`config.mk`:
```
export PLATFORM = sky130hd
export DESIGN_NAME = multicycle_controller
export DESIGN_NICKNAME = d
export VERILOG_FILES = /design/src/rtl/multicycle_controller.sv
export SDC_FILE = /design/constraint.sdc
export NUM_CORES = 1
export LEC_CHECK = 0
export ABC_AREA = 1
export BUFFER_PORTS_ARGS = -buffer_cell sky130_fd_sc_hd__buf_2
export CAP_MARGIN = 15
export CELL_PAD_IN_SITES_DETAIL_PLACEMENT = 2
export CELL_PAD_IN_SITES_GLOBAL_PLACEMENT = 2
export CORE_AREA = 3 3 46 90
export DETAILED_ROUTE_END_ITERATION = 7
export DIE_AREA = 0 0 49 93
export PLACE_DENSITY_LB_ADDON = 0.1
export SLEW_MARGIN = 20
export SYNTH_ARGS = -nofsm -noshare
export SYNTH_HDL_FRONTEND = slang
export SYNTH_SLANG_ARGS = --single-unit
```
`constraint.sdc`:
```
create_clock -name clk -period 4.2 [get_ports clk]
set_clock_uncertainty 0.15 [all_clocks]
set_input_delay 0.42 -clock clk [delete_from_list [all_inputs] [get_ports clk]]
set_output_delay 0.42 -clock clk [all_outputs]
set_load 0.02 [all_outputs]
```
`src/rtl/multicycle_controller.sv`:
```
// Main control FSM for the multicycle RV32I core: sequences the shared ALU,
// the unified memory port and the datapath registers one state per cycle.
module multicycle_controller (
  input  logic       clk,
  input  logic       rst,
  input  logic [6:0] opcode,
  input  logic [2:0] func3,
  input  logic       func7_5,
  input  logic       zero,
  input  logic       neg,
  input  logic       mem_ready,
  output logic       pc_write,
  output logic       adr_src,
  output logic       mem_read,
  output logic       mem_write,
  output logic       ir_write,
  output logic       reg_write,
  output logic [2:0] imm_src,
  output logic [1:0] alu_src_a,
  output logic [1:0] alu_src_b,
  output logic [2:0] alu_control,
  output logic [1:0] result_src,
  output logic       instr_done,
  output logic       illegal
);

  localparam logic [6:0] OP_R    = 7'b0110011;
  localparam logic [6:0] OP_I    = 7'b0010011;
  localparam logic [6:0] OP_LW   = 7'b0000011;
  localparam logic [6:0] OP_SW   = 7'b0100011;
  localparam logic [6:0] OP_B    = 7'b1100011;
  localparam logic [6:0] OP_JAL  = 7'b1101111;
  localparam logic [6:0] OP_JALR = 7'b1100111;
  localparam logic [6:0] OP_LUI  = 7'b0110111;

  localparam logic [2:0] IMM_I = 3'b000;
  localparam logic [2:0] IMM_S = 3'b001;
  localparam logic [2:0] IMM_B = 3'b010;
  localparam logic [2:0] IMM_J = 3'b011;
  localparam logic [2:0] IMM_U = 3'b100;

  localparam logic [1:0] SRCA_PC    = 2'b00;
  localparam logic [1:0] SRCA_OLDPC = 2'b01;
  localparam logic [1:0] SRCA_A     = 2'b10;

  localparam logic [1:0] SRCB_B    = 2'b00;
  localparam logic [1:0] SRCB_IMM  = 2'b01;
  localparam logic [1:0] SRCB_FOUR = 2'b10;

  localparam logic [2:0] ALU_ADD = 3'b000;
  localparam logic [2:0] ALU_SUB = 3'b001;
  localparam logic [2:0] ALU_AND = 3'b010;
  localparam logic [2:0] ALU_OR  = 3'b011;
  localparam logic [2:0] ALU_SLT = 3'b100;
  localparam logic [2:0] ALU_XOR = 3'b101;

  localparam logic [1:0] RES_ALUOUT = 2'b00;
  localparam logic [1:0] RES_DATA   = 2'b01;
  localparam logic [1:0] RES_ALU    = 2'b10;
  localparam logic [1:0] RES_IMM    = 2'b11;

  typedef enum logic [3:0] {
    FETCH,
    DECODE,
    MEM_ADR,
    MEM_READ,
    MEM_WB,
    MEM_WRITE,
    EXEC_R,
    EXEC_I,
    ALU_WB,
    BRANCH,
    JAL,
    JALR,
    JALR_LINK,
    LUI
  } state_t;

  state_t state;
  state_t next_state;

  // Only R-type may turn func3=000 into a subtract; I-type has no subi.
  function automatic logic [2:0] alu_decode(input logic [2:0] f3, input logic is_sub);
    case (f3)
      3'b000:  alu_decode = is_sub ? ALU_SUB : ALU_ADD;
      3'b010:  alu_decode = ALU_SLT;
      3'b100:  alu_decode = ALU_XOR;
      3'b110:  alu_decode = ALU_OR;
      3'b111:  alu_decode = ALU_AND;
      default: alu_decode = ALU_ADD;
    endcase
  endfunction

  function automatic logic branch_taken(input logic [2:0] f3, input logic z, input logic n);
    case (f3)
      3'b000:  branch_taken = z;
      3'b001:  branch_taken = ~z;
      3'b100:  branch_taken = n;
      3'b101:  branch_taken = ~n;
      default: branch_taken = 1'b0;
    endcase
  endfunction

  always_ff @(posedge clk or negedge rst) begin
    if (!rst) state <= FETCH;
    else      state <= next_state;
  end

  always_comb begin
    next_state  = state;
    pc_write    = 1'b0;
    adr_src     = 1'b0;
    mem_read    = 1'b0;
    mem_write   = 1'b0;
    ir_write    = 1'b0;
    reg_write   = 1'b0;
    imm_src     = IMM_I;
    alu_src_a   = SRCA_PC;
    alu_src_b   = SRCB_B;
    alu_control = ALU_ADD;
    result_src  = RES_ALUOUT;
    instr_done  = 1'b0;
    illegal     = 1'b0;

    case (state)
      FETCH: begin
        mem_read = 1'b1;
        if (mem_ready) begin
          ir_write   = 1'b1;
          pc_write   = 1'b1;
          alu_src_a  = SRCA_PC;
          alu_src_b  = SRCB_FOUR;
          result_src = RES_ALU;
          next_state = DECODE;
        end
      end

      // Branch target is precomputed here so BRANCH only has to compare.
      DECODE: begin
        alu_src_a = SRCA_OLDPC;
        alu_src_b = SRCB_IMM;
        case (opcode)
          OP_SW:   imm_src = IMM_S;
          OP_B:    imm_src = IMM_B;
          OP_JAL:  imm_src = IMM_J;
          OP_LUI:  imm_src = IMM_U;
          default: imm_src = IMM_I;
        endcase
        case (opcode)
          OP_LW, OP_SW: next_state = MEM_ADR;
          OP_R:         next_state = EXEC_R;
          OP_I:         next_state = EXEC_I;
          OP_B:         next_state = BRANCH;
          OP_JAL:       next_state = JAL;
          OP_JALR:      next_state = JALR;
          OP_LUI:       next_state = LUI;
          default: begin
            illegal    = 1'b1;
            instr_done = 1'b1;
            next_state = FETCH;
          end
        endcase
      end

      MEM_ADR: begin
        alu_src_a  = SRCA_A;
        alu_src_b  = SRCB_IMM;
        imm_src    = (opcode == OP_SW) ? IMM_S : IMM_I;
        next_state = (opcode == OP_SW) ? MEM_WRITE : MEM_READ;
      end

      MEM_READ: begin
        adr_src  = 1'b1;
        mem_read = 1'b1;
        if (mem_ready) next_state = MEM_WB;
      end

      MEM_WB: begin
        reg_write  = 1'b1;
        result_src = RES_DATA;
        instr_done = 1'b1;
        next_state = FETCH;
      end

      MEM_WRITE: begin
        adr_src   = 1'b1;
        mem_write = 1'b1;
        if (mem_ready) begin
          instr_done = 1'b1;
          next_state = FETCH;
        end
      end

      EXEC_R: begin
        alu_src_a   = SRCA_A;
        alu_src_b   = SRCB_B;
        alu_control = alu_decode(func3, func7_5);
        next_state  = ALU_WB;
      end

      EXEC_I: begin
        alu_src_a   = SRCA_A;
        alu_src_b   = SRCB_IMM;
        alu_control = alu_decode(func3, 1'b0);
        next_state  = ALU_WB;
      end

      ALU_WB: begin
        reg_write  = 1'b1;
        result_src = RES_ALUOUT;
        instr_done = 1'b1;
        next_state = FETCH;
      end

      BRANCH: begin
        alu_src_a   = SRCA_A;
        alu_src_b   = SRCB_B;
        alu_control = ALU_SUB;
        result_src  = RES_ALUOUT;
        pc_write    = branch_taken(func3, zero, neg);
        instr_done  = 1'b1;
        next_state  = FETCH;
      end

      // The jump and the link share a cycle: PC takes the old ALUOut while
      // the ALU overwrites ALUOut with the return address.
      JAL, JALR_LINK: begin
        pc_write   = 1'b1;
        result_src = RES_ALUOUT;
        alu_src_a  = SRCA_OLDPC;
        alu_src_b  = SRCB_FOUR;
        next_state = ALU_WB;
      end

      JALR: begin
        alu_src_a  = SRCA_A;
        alu_src_b  = SRCB_IMM;
        imm_src    = IMM_I;
        next_state = JALR_LINK;
      end

      LUI: begin
        reg_write  = 1'b1;
        imm_src    = IMM_U;
        result_src = RES_IMM;
        instr_done = 1'b1;
        next_state = FETCH;
      end

      default: next_state = FETCH;
    endcase

    // The state register clears asynchronously, but FETCH alone would still
    // request memory, so every output is forced low while reset is held.
    if (!rst) begin
      pc_write    = 1'b0;
      adr_src     = 1'b0;
      mem_read    = 1'b0;
      mem_write   = 1'b0;
      ir_write    = 1'b0;
      reg_write   = 1'b0;
      imm_src     = IMM_I;
      alu_src_a   = SRCA_PC;
      alu_src_b   = SRCB_B;
      alu_control = ALU_ADD;
      result_src  = RES_ALUOUT;
      instr_done  = 1'b0;
      illegal     = 1'b0;
    end
  end

endmodule

```
==> results of run 1 <==
==> what timing repair did <==
| item | 4_1_cts | 5_1_grt |
|---|---|---|
| hold buffers | 1 | 0 |
| setup endpoints to repair | 0 | 0 |
| endpoints found under the hold margin | 4 | 0 |
==> layer usage <==
layer	GRT usage (%)	vias up	wire (µm)
met4	11.4	0	199
met2	38.9	36	2310
li1	-	557	-
met3	2.55	14	146
met1	11.1	533	983
met5	0	-	0
==> metrics by stage <==
step / hold WS, ns / total power (W) / std cells / setup slack, ns / utilization, %
global placement: 0.150 / 0.000362 / 235 / 1.94 / 27.7
finish: 0.456 / 0.000446 / 239 / 1.66 / 29.2
detailed placement: 0.153 / 0.000371 / 235 / 1.93 / 27.7
global route: 0.488 / 0.000489 / 239 / 1.47 / 29.2
CTS: 0.461 / 0.000457 / 239 / 1.62 / 29.2
floorplan: -0.0256 / 0.000269 / 152 / 2.21 / -
==> area by class of cell <==
cell class              instances  area (µm²)
fillers                       493        2550
multi-input cells             119         559
repair buffers                 36         185
inverters                      28         105
flip-flops and latches          4         100
well taps                      49        61.3
clock buffers                   3        41.3
==> how the worst max path moves through the flow <==
stage	from	endpoint	slack, ns
after CTS	rst	instr_done	1.62
after global routing	rst	instr_done	1.47
after global placement	opcode[4]	imm_src[0]	1.94
after floorplan	state[1]$_DFFE_PN0P_	instr_done	2.21
after detailed placement	opcode[4]	imm_src[0]	1.93
final	rst	instr_done	1.66
==> logic make-up after synthesis <==
kind of cell	Yosys count	synth area share (%)
AO/OA/AOI/OAI	25	17.3
buffers and inverters	29	14.2
flip-flops	4	13.0
AND/OR/NAND/NOR	94	55.5
==> worst max-delay path, delay by kind of cell <==
family          cells  cell delay [ns]
simple gates        2             0.13
buf+inv             4             1.17
compound gates      1             0.24
==> layout by cell type, fill, tap and decap left out <==
cell and count:
a21oi_1 13, a31oi_1 1, buf_2 35, clkbuf_8 3, dfrtp_1 4, dlygate4sd3_1 1
inv_1 26, inv_2 2, nand2_1 40, nand2_2 1, nand2_4 2, nand3_1 14
nand4_1 4, nor2_1 28, nor2_4 1, nor2_8 1, nor3_1 2, o211ai_1 2
o21ai_0 7, o21ai_1 1, o22ai_1 1, or2_2 1
==> where the power goes <==
part | leakage, nW | total [W] | switching [W] | internal, W
sequential | 0.0536 | 0.0000681 | 0.0000184 | 0.0000497
combinational | 0.559 | 0.000299 | 0.000206 | 0.0000928
clock | 0.0216 | 0.0000795 | 0.0000185 | 0.0000610
==> run metrics, run 1 <==
Final Hold Viols=0; Worst-Skew Late Latency=0.22 ns; ys async rst share=100%; Post-CTS Setup Inserts=0; crit-path most repeated cell=buf_2; Seq/Total Area, Yosys=13.0%; Final nets=208; Cell Area, Placed=1000 µm²; antenna violations before repair=0; ant diodes=0; setup slack, reg-to-reg=2.57 ns; setup TNS=0 ns; Leak=0.635 nW; gpl congestion=0.855; Critical Path RT=3.63 ns; WP data arrival=1.97 ns; R2R Path End=state[2]$_DFFE_PN0P_; num ports=36; Max transition margin=70.7%; input/output buffers=35; Critical Setup Path Class=primary input to output port; YS warnings=0; MaxCap Viol Count=0; startpoint types=primary input; fmax=393 MHz; largest register by flop count=state; CP Max Fanout=13; initial core utilization=21.3%; worst-case vdd ir drop=211 µV; Layout area overhead=37.0%; vias in the first global route=1345; Site Rows=31; Die H=93 µm; top_reg_cell synth=dfrtp_1; CP max-delay cell=dlygate4sd3_1; RSZ-0062 raised after global routing=false; Detail Route Antenna Nets=0; critical path's largest stage delay=0.51 ns; largest net degree at the start of global routing=14; Worst Reg-to-Reg Cells=6; die area=4560 µm²; Vias per Instance=4.77; H-tree Lvls=1; syn_nets=168; PwrDens=424 nW/µm²; status=finished clean; GRT Overall Usage=17.2%; endpoints failing setup=0; period utilisation layout=60.5%; Final min period=2.54 ns; Yosys top cell area share=19.5%; FF-to-FF Start=state[0]$_DFFE_PN0P_; DP HPWL=3260 µm; type of the worst min-delay path=primary input to async pin; routed via count=1140; Largest register FFs=4; Num CTS Buffers=3; synthesized area per cell=5.05 µm²; EDFF count, synth=0; CTS Buffer Depth=2; Core Area=3610 µm²; final instance area=1050 µm²; post-CTS resize count=0; Yosys top cell by area=nand2_1; WL per Instance=15.2 µm; first-pass GRT wire length=5930 µm; CTS tree=done; DRC viols=0; Slew Viols, Final=0; crit path capture type=output port; cells after synthesis=152; Slew @ Worst Pin=0.436 ns; Reg clk slew, reported paths=0.03 ns; top flop regs=state (4); clock root cell=clkbuf_8; count of cell types in the netlist=20; share of cells above drive strength 1=24.2%; clk sinks=4; top cells by area, synth=nand2_1, nor2_1, dfrtp_1, inv_1, nand3_1; GRT overflow=0; most frequent cells after synthesis=nand2_1, nor2_1, inv_1, nand3_1, a21oi_1; drt pass-1 iters=2; routed wire length=3640 µm; worst-path cell chain=dlygate4sd3_1, buf_2, inv_1, a21oi_1, nor2_1, nand2_1, buf_2; Mapped Area=768 µm²; post-synthesis register bit count=4; Die X=49 µm; most frequent cell after synthesis=nand2_1; Initial DRC Count=12
Note: power is estimated with default switching activity, not from simulation.
==> run 2: changes to the inputs <==
CORE_AREA = 3 3 48 94   (was 3 3 46 90)
DIE_AREA = 0 0 51 97   (was 0 0 49 93)
clock period = 2.5 ns   (was 4.2 ns; I/O delays follow)
==> run 2 against run 1 <==
  * Non-clock buffer count is 1 higher
  * Critical endpoint unchanged
  * Largest power group unchanged
  * Sequential share of layout area is 0.090 points lower
  * Power is 67% higher
  * Critical path type is now flop to output port
  * Setup slack worse by 1.3 ns
==> run metrics, run 2 (synthesized netlist as in run 1, its figures left out) <==
status=finished clean (unchanged); DRC viols=0 (unchanged); most frequent cells in the layout=nand2_1, buf_2, nor2_1, inv_1, nand3_1 (unchanged); commonest non-fill, non-tap cell in the layout=nand2_1 (unchanged); Max transition margin=72.6% (was 70.7%); Filler Cell Count=522 (was 493); Vias per Instance=4.74 (was 4.77); Final Hold Viols=0 (unchanged); routed via count=1146 (was 1140); type of the worst min-delay path=primary input to flop (was primary input to async pin); CP Max Fanout=7 (was 13); input/output buffers=35 (unchanged); Register Area=100 µm² (unchanged); Die H=97 µm (was 93 µm); GRT overflow=0 (unchanged); Die X=51 µm (was 49 µm); Sequential Power Share=15.4% (was 15.3%); Leak=0.639 nW (was 0.635 nW); WL per Instance=15.2 µm (about the same); setup TNS=0 ns (unchanged); initial core utilization=19.8% (was 21.3%); crit path capture type=output port (unchanged); RSZ-0062 raised after global routing=false (unchanged); Num CTS Buffers=3 (unchanged); fmax=463 MHz; multi-input gate area in the final layout=559 µm² (unchanged); Critical Path RT=2.10 ns (was 3.63 ns); period utilisation layout=86.4%; Final nets=209 (was 208); GRT Overall Usage=16.1% (was 17.2%); Switching Share=53.9% (was 54.4%); ant diodes=0 (unchanged); Clock Power Share=18.0% (was 17.8%); Largest register FFs=4 (unchanged); PwrDens=701 nW/µm² (was 424 nW/µm²); antenna violations before repair=0 (unchanged); Post-Layout Cell Count=242 (was 239); routed wire length=3690 µm (was 3640 µm); Detail Route Antenna Nets=0 (unchanged); worst-path cell chain=nor2_4, inv_2, nor2_8, nand2_4, nor2_1, nand4_1, nand2_1, buf_2 (was dlygate4sd3_1, buf_2, inv_1, a21oi_1, nor2_1, nand2_1, buf_2); NetSw=0.000401 W (was 0.000243 W); die area=4950 µm² (was 4560 µm²); top flop regs=state (4) (unchanged); Post-CTS Setup Inserts=0 (unchanged); worst-case vdd ir drop=231 µV (was 211 µV); DP HPWL=3310 µm (was 3260 µm); Final min period=2.16 ns; MaxCap Viol Count=0 (unchanged); num ports=36 (unchanged); CTS Hold Buffers Added=1 (unchanged); Placed Cells=238 (was 235); WP data arrival=1.76 ns (was 1.97 ns); drt pass-1 iters=2 (unchanged); first-pass GRT wire length=6030 µm (was 5930 µm); largest net degree at the start of global routing=14 (unchanged); endpoints failing setup=0 (unchanged); internal cell power=0.000343 W (was 0.000203 W); share of cells above drive strength 1=24.6% (was 24.2%); largest register by flop count=state (unchanged); gpl congestion=0.854 (was 0.855); clock root cell=clkbuf_8 (unchanged); post-CTS resize count=0 (unchanged); critical path's largest stage delay=0.48 ns (was 0.51 ns); startpoint types=flop (was primary input); Initial DRC Count=20 (was 12); CP max-delay cell=dfrtp_1 (was dlygate4sd3_1); Reg clk slew, reported paths=0.03 ns (about the same); Critical Setup Path Class=flop to output port (was primary input to output port); clk sinks=4 (unchanged); Worst-Skew Late Latency=0.21 ns (was 0.22 ns); vias in the first global route=1302 (was 1345); Core Area=3880 µm² (was 3610 µm²); Layout area overhead=38.3% (was 37.0%); Slew Viols, Final=0 (unchanged); Site Rows=32 (was 31); CTS Buffer Depth=2 (unchanged); H-tree Lvls=1 (unchanged); Slew @ Worst Pin=0.411 ns (was 0.436 ns); Comb power frac=66.6% (was 66.9%); CTS tree=done (unchanged)
-- run 2: power groups by stage --
stage | Sequential (W) | Clock, W | Combinational, W
global route | 0.000119 | 0.000145 | 0.000554
finish | 0.000114 | 0.000134 | 0.000496
CTS | 0.000115 | 0.000137 | 0.000508
floorplan | 0.000107 | 0 | 0.000345
global placement | 0.000114 | 0 | 0.000497
detailed placement | 0.000116 | 0 | 0.000503
-- run 2: layout make-up --
cell class                 instances  share of cell area (%)
multi-input combinational        119                    52.7
timing repair buffer              37                    18.1
inverter                          28                    9.89
sequential                         4                    9.42
tap                               51                    6.01
clock buffer                       3                    3.89
-- run 2: routing by layer --
layer,track usage [%],part of all wire (%)
met4,4.98,1.4
met2,36.6,69
met3,1.69,2.8
met1,11.7,27
met5,0,0
-- run 2: stage by stage --
stage	total power, W	area, µm²	setup WS (ns)	hold slack [ns]	util (%)
5_1_grt	0.000818	1060	0.207	0.371	27.4
3_5_place_dp	0.000619	1010	0.528	0.0457	26.0
6_report	0.000744	1060	0.341	0.296	27.4
4_1_cts	0.000761	1060	0.289	0.304	27.4
2_1_floorplan	0.000453	768	0.677	-0.196	-
3_3_place_gp	0.000611	1010	0.555	0.0454	26.0
-- run 2: path summary, 6_finish.rpt --
check | slack (ns) | to | start | depth (start not counted)
worst max-delay path | 0.34 | instr_done | state[3]$_DFFE_PN0P_ | 8
max in group asynchronous | 1.70 | state[2]$_DFFE_PN0P_ | rst | 3
worst min register to register | 0.62 | state[0]$_DFFE_PN0P_ | state[0]$_DFFE_PN0P_ | 4
min in group asynchronous | 0.35 | state[1]$_DFFE_PN0P_ | rst | 3
worst max register to register | 0.88 | state[2]$_DFFE_PN0P_ | state[3]$_DFFE_PN0P_ | 8
worst min-delay path | 0.30 | state[2]$_DFFE_PN0P_ | mem_ready | 4
-- run 2: worst max-delay path, delay by kind of cell (launching register included) --
kind / cells / cell delay, ns
AND/OR/NAND/NOR: 6 / 0.83
flip-flops: 1 / 0.48
buffers and inverters: 2 / 0.25
